### src/rtl/fifo_wconv_if.sv
// Handshake bundle for the width-converting FWFT FIFO.
// The producer/consumer side uses the master view and the FIFO uses the slave view.
interface fifo_wconv_if #(
  parameter int DATA_WIDTH = 8,
  parameter int ADDR_WIDTH = 4,
  parameter int RATIO      = 2
);
  localparam int LW = $clog2(RATIO);

  logic                          clear;
  logic                          rd;
  logic                          wr;
  logic [RATIO*DATA_WIDTH-1:0]   w_data;
  logic [DATA_WIDTH-1:0]         r_data;
  logic                          empty;
  logic                          full;
  logic                          almost_empty;
  logic                          almost_full;
  logic [ADDR_WIDTH+LW:0]        count;
  logic                          overflow;
  logic                          underflow;

  modport master (
    output clear, rd, wr, w_data,
    input  r_data, empty, full, almost_empty, almost_full, count, overflow, underflow
  );

  modport slave (
    input  clear, rd, wr, w_data,
    output r_data, empty, full, almost_empty, almost_full, count, overflow, underflow
  );
endinterface

### src/rtl/fifo_wconv.sv
// First-word-fall-through FIFO: writes RATIO lanes at once, reads one DATA_WIDTH lane per pop.
// Flags and count decode from registered pointers only.
module fifo_wconv #(
  parameter int DATA_WIDTH = 8,
  parameter int ADDR_WIDTH = 4,
  parameter int RATIO      = 2,
  parameter int AF_LEVEL   = 1,
  parameter int AE_LEVEL   = 1
) (
  input  logic          clk,
  input  logic          reset,
  fifo_wconv_if.slave   bus
);
  localparam int LW    = $clog2(RATIO);
  localparam int DEPTH = 1 << ADDR_WIDTH;
  localparam int CW    = ADDR_WIDTH + LW + 1;
  localparam int WW    = RATIO * DATA_WIDTH;

  localparam logic [ADDR_WIDTH:0] DEPTH_P  = (ADDR_WIDTH+1)'(DEPTH);
  localparam logic [ADDR_WIDTH:0] PTR_ONE  = (ADDR_WIDTH+1)'(1);
  localparam logic [ADDR_WIDTH:0] AF_L     = (ADDR_WIDTH+1)'(AF_LEVEL);
  localparam logic [CW-1:0]       AE_L     = CW'(AE_LEVEL);
  localparam logic [LW-1:0]       LANE_ONE = LW'(1);
  localparam logic [LW-1:0]       LANE_MAX = LW'(RATIO - 1);

  logic [ADDR_WIDTH:0]    r_wptr;
  logic [ADDR_WIDTH:0]    r_rptr;
  logic [LW-1:0]          r_lane;
  logic                   r_ovf;
  logic                   r_udf;
  logic [WW-1:0]          r_mem [DEPTH];

  logic [ADDR_WIDTH:0]    w_used;
  logic [ADDR_WIDTH:0]    w_free;
  logic [CW-1:0]          w_count;
  logic                   w_empty;
  logic                   w_full;
  logic                   w_last;
  logic                   w_rd_ok;
  logic                   w_pop;
  logic                   w_wr_ok;
  logic [WW-1:0]          w_head;
  logic [DATA_WIDTH-1:0]  w_lane;

  assign w_used  = r_wptr - r_rptr;
  assign w_free  = DEPTH_P - w_used;
  assign w_count = {w_used, {LW{1'b0}}} - CW'(r_lane);
  assign w_empty = (w_used == '0);
  assign w_full  = (w_used == DEPTH_P);
  assign w_last  = (r_lane == LANE_MAX);
  assign w_rd_ok = bus.rd && !w_empty;
  assign w_pop   = w_rd_ok && w_last;
  // Popping the final lane of the head frees its entry, so a write to a full FIFO fits.
  assign w_wr_ok = bus.wr && (!w_full || w_pop);

  always_ff @(posedge clk or negedge reset) begin
    if (!reset) begin
      r_wptr <= '0;
      r_rptr <= '0;
      r_lane <= '0;
      r_ovf  <= 1'b0;
      r_udf  <= 1'b0;
    end else if (bus.clear) begin
      r_wptr <= '0;
      r_rptr <= '0;
      r_lane <= '0;
      r_ovf  <= 1'b0;
      r_udf  <= 1'b0;
    end else begin
      if (w_rd_ok) begin
        if (w_last) begin
          r_lane <= '0;
          r_rptr <= r_rptr + PTR_ONE;
        end else begin
          r_lane <= r_lane + LANE_ONE;
        end
      end else if (bus.rd) begin
        r_udf <= 1'b1;
      end
      if (w_wr_ok) begin
        r_wptr <= r_wptr + PTR_ONE;
      end else if (bus.wr) begin
        r_ovf <= 1'b1;
      end
    end
  end

  always_ff @(posedge clk) begin
    if (reset && !bus.clear && w_wr_ok) begin
      r_mem[r_wptr[ADDR_WIDTH-1:0]] <= bus.w_data;
    end
  end

  assign w_head = r_mem[r_rptr[ADDR_WIDTH-1:0]];

  always_comb begin
    w_lane = '0;
    for (int i = 0; i < RATIO; i++) begin
      if (r_lane == LW'(i)) begin
        w_lane = w_head[i*DATA_WIDTH +: DATA_WIDTH];
      end
    end
  end

  assign bus.r_data       = w_empty ? '0 : w_lane;
  assign bus.empty        = w_empty;
  assign bus.full         = w_full;
  assign bus.count        = w_count;
  assign bus.almost_empty = (w_count <= AE_L);
  assign bus.almost_full  = (w_free <= AF_L);
  assign bus.overflow     = r_ovf;
  assign bus.underflow    = r_udf;
endmodule

### src/flat_wrapper.sv
// flat-port wrapper written by rule: the top's interface ports become plain ports
module fifo_wconv_flat 
#(
  parameter int DATA_WIDTH = 8,
  parameter int ADDR_WIDTH = 4,
  parameter int RATIO      = 2,
  parameter int AF_LEVEL   = 1,
  parameter int AE_LEVEL   = 1
)
  (clk, reset, bus_clear, bus_rd, bus_wr, bus_w_data, bus_r_data, bus_empty, bus_full, bus_almost_empty, bus_almost_full, bus_count, bus_overflow, bus_underflow);
  fifo_wconv_if #(.DATA_WIDTH(DATA_WIDTH), .ADDR_WIDTH(ADDR_WIDTH), .RATIO(RATIO)) bus_i ();
  input  logic clk;
  input  logic reset;
  input wire logic [$bits(bus_i.clear)-1:0] bus_clear;
  input wire logic [$bits(bus_i.rd)-1:0] bus_rd;
  input wire logic [$bits(bus_i.wr)-1:0] bus_wr;
  input wire logic [$bits(bus_i.w_data)-1:0] bus_w_data;
  output wire logic [$bits(bus_i.r_data)-1:0] bus_r_data;
  output wire logic [$bits(bus_i.empty)-1:0] bus_empty;
  output wire logic [$bits(bus_i.full)-1:0] bus_full;
  output wire logic [$bits(bus_i.almost_empty)-1:0] bus_almost_empty;
  output wire logic [$bits(bus_i.almost_full)-1:0] bus_almost_full;
  output wire logic [$bits(bus_i.count)-1:0] bus_count;
  output wire logic [$bits(bus_i.overflow)-1:0] bus_overflow;
  output wire logic [$bits(bus_i.underflow)-1:0] bus_underflow;
  assign bus_i.clear = bus_clear;
  assign bus_i.rd = bus_rd;
  assign bus_i.wr = bus_wr;
  assign bus_i.w_data = bus_w_data;
  assign bus_r_data = bus_i.r_data;
  assign bus_empty = bus_i.empty;
  assign bus_full = bus_i.full;
  assign bus_almost_empty = bus_i.almost_empty;
  assign bus_almost_full = bus_i.almost_full;
  assign bus_count = bus_i.count;
  assign bus_overflow = bus_i.overflow;
  assign bus_underflow = bus_i.underflow;
  fifo_wconv #(.DATA_WIDTH(DATA_WIDTH), .ADDR_WIDTH(ADDR_WIDTH), .RATIO(RATIO), .AF_LEVEL(AF_LEVEL), .AE_LEVEL(AE_LEVEL)) u_core (.clk(clk), .reset(reset), .bus(bus_i));
endmodule
### config.mk
export PLATFORM = sky130hd
export DESIGN_NAME = fifo_wconv_flat
export DESIGN_NICKNAME = d
export VERILOG_FILES = /design/src/rtl/fifo_wconv_if.sv /design/src/rtl/fifo_wconv.sv /design/src/flat_wrapper.sv
export SDC_FILE = /design/constraint.sdc
export NUM_CORES = 1
export LEC_CHECK = 0
export BUFFER_PORTS_ARGS = -buffer_cell sky130_fd_sc_hd__buf_2
export CAP_MARGIN = 20
export CELL_PAD_IN_SITES_DETAIL_PLACEMENT = 1
export CELL_PAD_IN_SITES_GLOBAL_PLACEMENT = 2
export CORE_ASPECT_RATIO = 1.2
export CORE_MARGIN = 2
export CORE_UTILIZATION = 47
export DETAILED_ROUTE_END_ITERATION = 8
export PLACE_DENSITY_LB_ADDON = 0.25
export SYNTH_ARGS = -nofsm -noshare
export SYNTH_HDL_FRONTEND = slang
export SYNTH_SLANG_ARGS = --single-unit
### constraint.sdc
create_clock -name clk -period 5.9 [get_ports clk]
set_clock_uncertainty 0.05 [all_clocks]
set_input_delay 0.59 -clock clk [delete_from_list [all_inputs] [get_ports clk]]
set_output_delay 0.59 -clock clk [all_outputs]
set_load 0.01 [all_outputs]
==> impl_metrics.ini <==
[run_status]
status = finished, final reports clean

[sta]
rsz0062_at_grt = no
setup_viol = 0
worstMarginPinSlew_ps = 1040
hold_violations = 0
finalSetupTns_ps = 0
fmax_mhz = 206
period_share_pct = 82.1
relSlewSlack_pct = 30.4
finalMaxSlewViolations = 0
fin_ws_ps = 1060
period_minus_slack_ps = 4840

[synth]
ys_seq_area_share_pct = 72.4
synthFlopType = edfxtp_1
postSynth.asyncResetShare_pct = 4.83
synth_cells = 606
avgSynthCellArea_um2 = 18.3
synth_edf_count = 256
synth-seq-cells = 269
synth.distinct_cells = 41
synthesis.area_um2 = 11100
synth_fp_nets = 645
ys.warnings.count = 0

[critical_path]
critPathTopFamily = simple AND/OR/NAND/NOR gates
worstPathRequired_ps = 5990
start_kind = flop
r2r_end = u_core.r_mem[4][1]
slowest_delay_ps = 780
critPathCaptureType = flop
crit_buf_inv = 0
critPathSlowestCell = nor2_2
worstPathMaxFanout = 28
cp_data_arrival_time_ps = 4940
path_cells = ha_1 > fa_1 > ha_1 > nand2_1 > nor2_1 > ha_1 > nor2b_1 > nand2_1 > a21boi_2 > and3b_1 > nand2_1 > nor2_2
crit_type = flop to flop
r2r_cells = 12
reg2reg_from = u_core.r_rptr[0]
r2r_slack_ps = 1060

[die]
dieArea_um2 = 24800
pin_count = 41
rows = 61
start_util_pct = 47.9
die_h_um = 172
die_w_um = 144
coreArea_um2 = 23100

[routing]
via_per_inst = 5.71
drt_wl_total_um = 27200
vias = 5672
drcViolationCount = 0
antenna_left = 0
initialDrtViolationCount = 425
wl_per_cell_um = 27.4
drtPass1Iterations = 5

[finish]
fin_util_pct = 53.5
fin_area_um2 = 12400
fin_nets = 698
stdcell_count = 994
multi_input_area_um2 = 2840
drive_gt1_share_pct = 19.3
register_area_um2 = 8020
fill_cells = 2084
area_growth_pct = 11.7

[global_routing]
grt_pass1_vias = 5991
grt_usage_pct = 22.8
grt_max_degree = 45
overflow = 0
antenna_found_initial = 0
grt_pass1_wl_um = 40200

[placement]
post-place-ws_ps = 1060
port_buffers = 40
gp_congestion = 0.858
place_area_um2 = 11600
place_inst = 944
detailed_place_hpwl_um = 17900

[min_path]
hp-start = bus_rd
holdPathEnd = u_core.bus.underflow
worstHoldPathCells = 3
hold_path.class = input pin to flop

[clock_tree]
htreeDepth = 1
cts_made_buffers = 26
clk_path_buf_depth = 3
root_buffer = clkbuf_16
clk_latency_ps = 520
clock-sinks = 269
cts_tree = built
cts.clk_slew.worst_paths_ps = 60

[power]
p_leak_nw = 4.02
p_per_area_nw_per_um2 = 345
ir_drop_uv = 248

[run]
drv_cap = 0
[per-layer routing]
layer / track usage, % / up-vias / part of all wire, %
li1: - / 2526 / -
met1: 30.2 / 2977 / 41
met2: 41.0 / 140 / 53
met3: 2.80 / 29 / 4.0
met4: 4.69 / 0 / 1.7
met5: 0 / - / 0
[cell families after synthesis]
logic type / Yosys count / share of synthesized area, %
AO/OA/AOI/OAI: 76 / 4.53
XOR/XNOR: 16 / 1.39
adder cells (fa/ha/maj): 18 / 2.10
buffers and inverters: 38 / 2.40
flip-flops: 269 / 72.4
multiplexers: 100 / 13.3
AND/OR/NAND/NOR: 89 / 3.90
[stage by stage]
stage	hold WS (ps)	power (mW)
detailed placement	439	2.78
floorplan	244	2.56
global placement	432	2.78
CTS	265	4.31
global route	290	4.41
finish	284	4.26
[cells in the mapped netlist (5+ instances only)]
cell / number / area, um^2
nor2_1: 35 / 131
o21ai_0: 5 / 25.0
nand2_1: 17 / 63.8
a2111oi_0: 7 / 61.3
a21oi_1: 28 / 140
xor2_1: 6 / 52.6
or4_1: 7 / 52.6
xnor2_1: 9 / 78.8
clkbuf_1: 8 / 30.0
ha_1: 17 / 213
mux2i_1: 65 / 651
dfrtp_1: 13 / 325
edfxtp_1: 256 / 7690
mux4_1: 9 / 236
buf_4: 6 / 45.0
a22oi_1: 30 / 225
mux4_2: 26 / 586
inv_1: 10 / 37.5
[layout make-up]
type                            count  area share (%)
Multi-Input combinational cell    299            23.0
Clock inverter                      9           0.395
Timing Repair Buffer               52            2.37
Sequential cell                   269            64.8
Antenna cell                        1          0.0202
Inverter                           11           0.334
Tap cell                          315            3.19
Clock buffer                       38            5.88
[worst max path at each step]
stage                           from                   to  slack, ps  cells after the start
floorplan           u_core.r_rptr[2]   u_core.r_mem[0][0]       1180                     15
global placement    u_core.r_rptr[0]   u_core.r_mem[7][5]       1240                     14
detailed placement  u_core.r_rptr[0]  u_core.r_mem[5][11]       1060                     12
CTS                 u_core.r_rptr[0]   u_core.r_mem[5][1]       1040                     12
global route        u_core.r_rptr[2]   u_core.r_mem[5][1]        680                     14
finish              u_core.r_rptr[0]   u_core.r_mem[4][1]       1060                     12
[worst reg2reg max path, delay by kind of cell, from the launching register on]
kind | cells | cell delay, ps
and+or+nand+nor | 7 | 1840
adders and majority gates | 4 | 1570
DFF | 1 | 670
AOI/OAI and AO/OA | 1 | 330
[cell usage in the layout (no fill, tap or decap), types with 5 or more instances in the layout]
cell type	instances
a2111oi_0	7
a21oi_1	28
a22oi_1	30
buf_2	40
buf_4	11
clkbuf_1	10
clkbuf_16	27
dfrtp_1	11
edfxtp_1	256
ha_1	17
inv_1	10
mux2i_1	65
mux4_1	9
mux4_2	26
nand2_1	17
nor2_1	23
nor2_2	12
o21ai_0	5
or4_1	7
xnor2_1	9
xor2_1	6
[power by group]
part,switching (mW),internal [mW]
combinational,0.358,0.235
clock,0.673,0.853
sequential,0.0349,2.11
total,1.07,3.20
[registers in the layout, indices dropped and copies added (netlist names)]
name,count
u_core.bus.overflow,1
u_core.r_lane,1
u_core.r_rptr,5
u_core.r_mem,256
u_core.bus.underflow,1
u_core.r_wptr,5
[repair_timing]
item	CTS	global route
buffers inserted	0	0
endpoints found under the hold margin	13	0
hold buffers	1	0
resized for setup	0	0
Power figures use the tool's default switching activity.
